`src/rtl/ltl_report_collector_if.sv`:
```
// rtl/ltl_report_collector_if.sv - record stream from the report collector to the aggregation logic
interface ltl_report_collector_if #(
   parameter int DATA_WIDTH = 20
);
   logic                  rec_valid;
   logic                  rec_ready;
   logic [DATA_WIDTH-1:0] rec_data;

   modport master (output rec_valid, output rec_data, input rec_ready);
   modport slave  (input rec_valid, input rec_data, output rec_ready);
endinterface

```
`src/rtl/ltl_report_collector.sv`:
```
// rtl/ltl_report_collector.sv - timestamps LTL monitor reports and buffers them for draining
module ltl_report_collector #(
   parameter int NUM_REPORTS = 4,
   parameter int FIFO_DEPTH  = 8,
   parameter int TS_WIDTH    = 16
) (
   input  logic                          clk,
   input  logic                          reset,
   input  logic                          run,
   input  logic [NUM_REPORTS-1:0]        report_in,
   ltl_report_collector_if.master        rec,
   output logic [$clog2(FIFO_DEPTH):0]   fifo_count,
   output logic                          overflow,
   output logic [7:0]                    drop_count
);
   localparam int PTR_W = $clog2(FIFO_DEPTH);
   localparam int CNT_W = PTR_W + 1;
   localparam int REC_W = TS_WIDTH + NUM_REPORTS;
   localparam logic [CNT_W-1:0] FULL_CNT = CNT_W'(FIFO_DEPTH);

   typedef enum logic [1:0] {
      IDLE   = 2'd0,
      ACTIVE = 2'd1,
      FULL   = 2'd2
   } state_t;

   state_t               state;
   logic [TS_WIDTH-1:0]  ts;
   logic [REC_W-1:0]     mem [FIFO_DEPTH];
   logic [PTR_W-1:0]     wr_ptr;
   logic [PTR_W-1:0]     rd_ptr;
   logic [PTR_W-1:0]     rd_ptr_nxt;
   logic                 push_req;
   logic                 pop;
   logic                 push_ok;
   logic                 drop;
   logic [CNT_W-1:0]     count_after_pop;
   logic [CNT_W-1:0]     count_nxt;
   logic [REC_W-1:0]     push_data;
   logic [REC_W-1:0]     head_nxt;

   // Push/pop decisions and the record that will sit at the head after this edge
   always_comb begin
      push_req        = run & (|report_in);
      push_data       = {ts, report_in};
      pop             = rec.rec_valid & rec.rec_ready;
      push_ok         = push_req & ((state != FULL) | pop);
      drop            = push_req & ~push_ok;
      count_after_pop = fifo_count - CNT_W'(pop);
      count_nxt       = count_after_pop + CNT_W'(push_ok);
      rd_ptr_nxt      = rd_ptr + PTR_W'(pop);
      // A record entering an otherwise-empty buffer is not in memory yet, so bypass it
      head_nxt        = (count_after_pop == '0) ? push_data : mem[rd_ptr_nxt];
   end

   // Record storage; contents need no reset because occupancy gates every read
   always_ff @(posedge clk) begin
      if (push_ok) begin
         mem[wr_ptr] <= push_data;
      end
   end

   // Occupancy FSM with registered head presentation on the record stream
   always_ff @(posedge clk) begin
      if (!reset) begin
         state         <= IDLE;
         fifo_count    <= '0;
         wr_ptr        <= '0;
         rd_ptr        <= '0;
         rec.rec_valid <= 1'b0;
         rec.rec_data  <= '0;
      end else begin
         fifo_count    <= count_nxt;
         wr_ptr        <= wr_ptr + PTR_W'(push_ok);
         rd_ptr        <= rd_ptr_nxt;
         rec.rec_valid <= (count_nxt != '0);
         rec.rec_data  <= (count_nxt != '0) ? head_nxt : '0;
         case (state)
            IDLE: begin
               if (push_ok) begin
                  state <= ACTIVE;
               end
            end
            ACTIVE: begin
               if (count_nxt == FULL_CNT) begin
                  state <= FULL;
               end else if (count_nxt == '0) begin
                  state <= IDLE;
               end
            end
            FULL: begin
               if (pop && !push_ok) begin
                  state <= ACTIVE;
               end
            end
            default: state <= IDLE;
         endcase
      end
   end

   // Run-cycle timestamp; wraps silently
   always_ff @(posedge clk) begin
      if (!reset) begin
         ts <= '0;
      end else if (run) begin
         ts <= ts + 1'b1;
      end
   end

   // Sticky overflow flag and saturating drop counter
   always_ff @(posedge clk) begin
      if (!reset) begin
         overflow   <= 1'b0;
         drop_count <= 8'd0;
      end else if (drop) begin
         overflow <= 1'b1;
         if (drop_count != 8'hFF) begin
            drop_count <= drop_count + 8'd1;
         end
      end
   end
endmodule
```
`src/flat_wrapper.sv`:
```
// flat-port wrapper written by rule: the top's interface ports become plain ports
module ltl_report_collector_flat 
#(
   parameter int NUM_REPORTS = 4,
   parameter int FIFO_DEPTH  = 8,
   parameter int TS_WIDTH    = 16
)
  (clk, reset, run, report_in, fifo_count, overflow, drop_count, rec_rec_valid, rec_rec_data, rec_rec_ready);
  ltl_report_collector_if rec_i ();
  input  logic clk;
  input  logic reset;
  input  logic run;
  input  logic [NUM_REPORTS-1:0] report_in;
  output logic [$clog2(FIFO_DEPTH):0] fifo_count;
  output logic overflow;
  output logic [7:0] drop_count;
  output wire logic [$bits(rec_i.rec_valid)-1:0] rec_rec_valid;
  output wire logic [$bits(rec_i.rec_data)-1:0] rec_rec_data;
  input wire logic [$bits(rec_i.rec_ready)-1:0] rec_rec_ready;
  assign rec_rec_valid = rec_i.rec_valid;
  assign rec_rec_data = rec_i.rec_data;
  assign rec_i.rec_ready = rec_rec_ready;
  ltl_report_collector #(.NUM_REPORTS(NUM_REPORTS), .FIFO_DEPTH(FIFO_DEPTH), .TS_WIDTH(TS_WIDTH)) u_core (.clk(clk), .reset(reset), .run(run), .report_in(report_in), .rec(rec_i), .fifo_count(fifo_count), .overflow(overflow), .drop_count(drop_count));
endmodule
```
`config.mk`:
```
export PLATFORM = sky130hd
export DESIGN_NAME = ltl_report_collector_flat
export DESIGN_NICKNAME = d
export VERILOG_FILES = /design/src/rtl/ltl_report_collector_if.sv /design/src/rtl/ltl_report_collector.sv /design/src/flat_wrapper.sv
export SDC_FILE = /design/constraint.sdc
export NUM_CORES = 1
export LEC_CHECK = 0
export BUFFER_PORTS_ARGS = -buffer_cell sky130_fd_sc_hd__buf_2
export CORE_UTILIZATION = 50
export CTS_BUF_LIST = sky130_fd_sc_hd__clkbuf_4
export DETAILED_ROUTE_END_ITERATION = 12
export GPL_TIMING_DRIVEN = 1
export PLACE_DENSITY_LB_ADDON = 0.1
export SLEW_MARGIN = 20
export SYNTH_ARGS = -nofsm -noshare
export SYNTH_HDL_FRONTEND = slang
export SYNTH_SLANG_ARGS = --single-unit
```
`constraint.sdc`:
```
create_clock -name clk -period 4.12 [get_ports clk]
set_clock_uncertainty 0.2 [all_clocks]
set_input_delay 0.824 -clock clk [delete_from_list [all_inputs] [get_ports clk]]
set_output_delay 0.824 -clock clk [all_outputs]
set_load 0.005 [all_outputs]
```
* Word level (Yosys, flattened, before mapping) *
Memory sizes are Yosys's and may differ from the RTL's.
Cells that the tools add are included.

word-level totals
  register bits after elaboration = 58
  RAM bits = 160
  output and inout bits = 34
  memories kept = 1

memories
  memory      words  width  rd ports  clocked after Yosys merged registers in  wr ports  RTL line                    source
  u_core.mem  8      20     1         0                                        1         ltl_report_collector.sv:29  logic [REC_W-1:0] mem [FIFO_DEPTH];

operators by class
  add/subtract/negate cells = 6
  equality and inequality tests = 8
  multiplexer cells = 8
  bitwise logic cells = 6
  reduce and logical (&&, ||, !) cells = 10

operators with widths
  kind                                                  number
  2-to-1 mux 20 bit                                     1
  adder 16 x 1 -> 16 bit (second input constant)        1
  adder 8 x 1 -> 8 bit (second input constant)          1
  logical NOT 4 bit                                     2
  2-to-1 mux 2 bit                                      4
  != test 8 bit (second input constant)                 1
  adder 3 x 1 -> 3 bit                                  2
  case mux 2 bit (3 select lines)                       1
  adder 4 x 1 -> 4 bit                                  1
  AND 1 bit                                             4
  equality test 4 bit (second input constant)           1
  != test 2 x 1 -> 1 bit (second input constant)        2
  AND reduction 2 bit                                   2
  nonzero test 4 bit                                    1
  OR reduction 4 bit                                    1
  subtractor 4 x 1 -> 4 bit                             1
  != test 3 x 1 -> 1 bit (second input constant)        1
  AND reduction 3 bit                                   1
  equality test 2 x 1 -> 1 bit (second input constant)  1
  equality test 2 bit (second input constant)           1
  logical NOT 2 bit                                     1
  2-to-1 mux 1 bit                                      2
  != test 2 bit (second input constant)                 1
  logical AND 1 bit                                     1
  other kinds (3)                                       3

* Longest topological paths before layout *
  word-level depth = 8
  mapped depth = 9

* Least setup slack after synthesis *
OpenSTA, ideal clock, no wires.

  kind = input port to flip-flop
  from = input port rec_rec_ready
  to = memory u_core.mem[0][0] (netlist name) (enable)
  library setup time = 422 ps
  data arrival time = 2886 ps
  path slack = 612 ps
  stages on the path = 4
  path through = and2_1 -> nor2_1 -> or3_1 -> nor3_1

between the ends
  longest elaborated chain between the ends = 5

RTL lines
  item                                    RTL line                    source
  start, declared                         flat_wrapper.sv:19          input wire logic [$bits(rec_i.rec_ready)-1:0] rec_rec_ready;
  AND 1 bit                               ltl_report_collector.sv:46  pop = rec.rec_valid & rec.rec_ready;
  bitwise OR 1 bit                        ltl_report_collector.sv:47  push_ok = push_req & ((state != FULL) | pop);
  AND 1 bit                               ltl_report_collector.sv:47
  2-to-1 mux 1 bit                        ltl_report_collector.sv:58  if (push_ok) begin
  2-to-1 mux 1 bit (implied by the code)  ltl_report_collector.sv:59  mem[wr_ptr] <= push_data;
  end, declared                           ltl_report_collector.sv:29

No other way between the ends.

* Final worst setup path *
  from = input port report_in[1]
  to = register u_core.rec.rec_data[12]

between the ends
  longest elaborated chain between the ends = 6

RTL lines
  item                                  RTL line                      source
  start, declared                       flat_wrapper.sv:13            input logic [NUM_REPORTS-1:0] report_in;
  OR reduction 4 bit                    ltl_report_collector.sv:44    push_req = run & (|report_in);
  AND 1 bit                             ltl_report_collector.sv:44
  AND 1 bit                             ltl_report_collector.sv:47
  adder 4 x 1 -> 4 bit                  ltl_report_collector.sv:50    count_nxt = count_after_pop + CNT_W'(push_ok);
  nonzero test 4 bit                    ltl_report_collector.sv:77    rec.rec_data <= (count_nxt != '0) ? head_nxt : '0;
  AND reduction 2 bit (no source line)  n/a
  end signal, assigned                  ltl_report_collector.sv:77
  end, declared                         ltl_report_collector_if.sv:9  modport master (output rec_valid, output rec_data, input rec_ready);

No other way between the ends.
A chain may end at the register's enable or synchronous reset.

==> out/metrics.yaml <==
status:
  run_status: "finished, final reports clean"
detailed_routing:
  detailroute.wirelength.met2_mm: 8.38
  detail-route-antenna-nets: 0
  detail_route.wl_per_cell_um: 19.6
  topRoutingLayerUsed: "met4"
  met1_length_mm: 7.45
  dr.first_iter.drc_count: 312
  vias: 4666
  route.met3.wl_um: 980
  drt-pass1-iter-count: 4
  detail_route.drc_violations: 0
  avgViaCountPerCell: 5.34
  detail_route.wirelength_mm: 17.1
cells_and_area:
  instances_no_fill: 873
  drive_gt1_share_pct: 30.7
  mostFrequentLayoutCell: "edfxtp_1"
  final_cell_mix: "edfxtp_1, clkbuf_4, dfxtp_1, nand2_1, buf_2"
  area_delta_synth_final_pct: 15.1
  design.final.nets: 625
critical_path:
  critPathArrivalTime_ns: 3.20
  worst_setup_path_end_kind: "flop"
  crit_path_max_fanout: 21
  cp_data_required_time_ns: 4.46
  critical_path.startpoint_type: "input pin"
  setup.worst_path.start: "report_in[1]"
  worst_reg2reg_startpoint: "u_core.rec.rec_valid$_SDFF_PN0_"
  worstSetupPathType: "in2reg"
power:
  power.static_leakage_nw: 3.67
  power-per-cell-area_mw_per_mm2: 571
  vdd_drop_max_mv: 0.637
global_route:
  global_route.overflow_total: 0
  overall_track_demand_over_capacity_in_global_routing_pct: 20.8
  wire_length_of_the_first_global_routing_pass_mm: 26.9
  maximum_number_of_pins_on_one_net_before_global_route_repair: 41
  grt_antenna_before_repair: 1
  grt_pass1_vias: 4982
cts:
  clk-insertion-delay-late_ns: 0.66
  num_cts_buffers: 53
  post-cts-setup-buffers: 0
  cts_tree: "built"
  cts_hold_repair.buffers: 0
  cts_sinks: 218
  htree_num_levels: 2
  clock_tree.buffer_depth: 3
  cts-resized-gates: 0
  cts-root-buf: "clkbuf_4"
  clk_pin_slew_ns: 0.07
synth:
  syn_inst: 517
  post_synth_instance_area_sq_mm: 0.00846
  count_of_yosys_warnings_during_synthesis: 0
  synth_seq_cells: 218
  ys_async_sr_fraction_pct: 0
  synthesis.nets: 535
  number_of_flops_mapped_to_enable_cells_by_yosys: 160
  synth_sequential_area_ratio_pct: 70.5
  post_synth_cell_types: 34
  synthesis.area_per_instance_sq_um: 16.4
  yosys_most_used_dff: "edfxtp_1"
place:
  routabilityCongestion: 0.710
  hpwlAfterDp_mm: 9.69
  place.port_buffers: 41
  dp.cells: 772
sta:
  tns_ns: 0
  timing.final.crit_share_pct: 69.3
  max-slew-margin-rel_pct: 55.4
  grt_setup_unrepaired: "false"
  fin_crit_ns: 2.86
  worst_pin_slew_ns: 0.668
  maxClockFrequency_mhz: 350
  final-max-slew-violation-count: 0
  hold_viol: 0
  setup_viol_count_final: 0
floorplanning:
  floorplan.die_area_sq_mm: 0.0175
  fp-row-count: 47
  io_pins: 42
  core_area_sq_mm: 0.0166
  horizontal_die_dimension_um: 132
  floorplan.initialDensity_pct: 51.0
  die_ht_um: 132
job:
  maxCapViolCount: 0
hold_path:
  holdCritPathClass: "reg2reg"
  hold_start: "u_core.overflow$_SDFFE_PN0P_"
-- final timing paths --
| kind | endpoint | cells past startpoint | slack (ns) |
|---|---|---|---|
| worst max-delay path | u_core.rec.rec_data[12]$_SDFF_PN0_ | 9 | 1.26 |
| worst min register to register | u_core.overflow$_SDFFE_PN0P_ | 2 | 0.28 |
| worst max register to register | u_core.rec.rec_data[12]$_SDFF_PN0_ | 9 | 1.43 |
| worst min-delay path | u_core.overflow$_SDFFE_PN0P_ | 2 | 0.28 |
-- registers in the layout (all words and copies together), names as in the netlist --
register              cells
u_core.overflow           1
u_core.drop_count         8
u_core.state              2
u_core.rd_ptr             3
u_core.rec.rec_valid      1
u_core.rec.rec_data      20
u_core.ts                16
u_core.fifo_count         4
u_core.wr_ptr             3
u_core.mem              160
-- through the flow --
stage	hold slack, ns	setup WS, ns	area (sq um)	total power, mW	util [%]
after detailed placement	0.257	0.626	9060	3.92	54.7
after global placement	0.245	0.711	9060	3.89	54.7
final	0.276	1.26	9740	5.56	58.7
after global routing	0.267	1.08	9740	5.88	58.7
after floorplan	0.252	0.612	8460	3.52	-
after CTS	0.272	1.27	9740	5.64	58.7
-- cells in the mapped netlist (7+ instances only) --
| cell | number | area (sq um) |
|---|---|---|
| edfxtp_1 | 160 | 4800 |
| dfxtp_1 | 58 | 1160 |
| nand2_1 | 53 | 199 |
| mux4_2 | 40 | 901 |
| and2_1 | 32 | 200 |
| nor2_1 | 30 | 113 |
| a311oi_1 | 20 | 175 |
| xnor2_1 | 18 | 158 |
| clkbuf_1 | 11 | 41.3 |
| ha_1 | 10 | 125 |
| xor2_1 | 10 | 87.6 |
| nand3_1 | 8 | 40.0 |
| nand4_1 | 8 | 50.1 |
| buf_2 | 7 | 35.0 |
| inv_1 | 7 | 26.3 |
-- where the power goes --
group	switching [mW]	internal, mW
logic	0.752	0.559
clock network	0.825	0.881
registers	0.0552	2.49
-- routing by layer --
metal	vias to the layer above	track usage, %
met1	2321	27.7
met3	28	4.81
met5	-	0
met4	0	8.79
li1	2188	-
met2	129	33.2
-- layout make-up --
| class | instances | area, sq um |
|---|---|---|
| fill | 1321 | 6840 |
| sequential | 218 | 5970 |
| multi-input combinational | 266 | 2400 |
| clock buffer | 79 | 593 |
| timing repair buffer | 61 | 393 |
| tap | 220 | 275 |
| clock inverter | 21 | 80.1 |
| inverter | 7 | 26.3 |
| antenna | 1 | 2.50 |
-- cell families (layout without fill, tap and decap cells) --
kind of cell	count (synthesis)	in the layout	synth area share [%]
muxes	42	42	10.9
xor gates and xnor gates	28	28	2.90
other	0	1	0
and+or+nand+nor	157	157	9.39
adders and majority gates	10	10	1.48
AOI/OAI and AO/OA	29	29	3.12
DFF	218	218	70.5
buffers and inverters	33	168	1.74
-- critical path: stages --
cell and delay, ns:
buf_2 0.16, o41ai_4 0.55, nor2_1 0.15, ha_1 0.23, ha_1 0.20, xnor2_1 0.37
o41ai_4 0.12, buf_4 0.28, a311oi_1 0.30
Note: power is estimated with default switching activity, not from simulation.
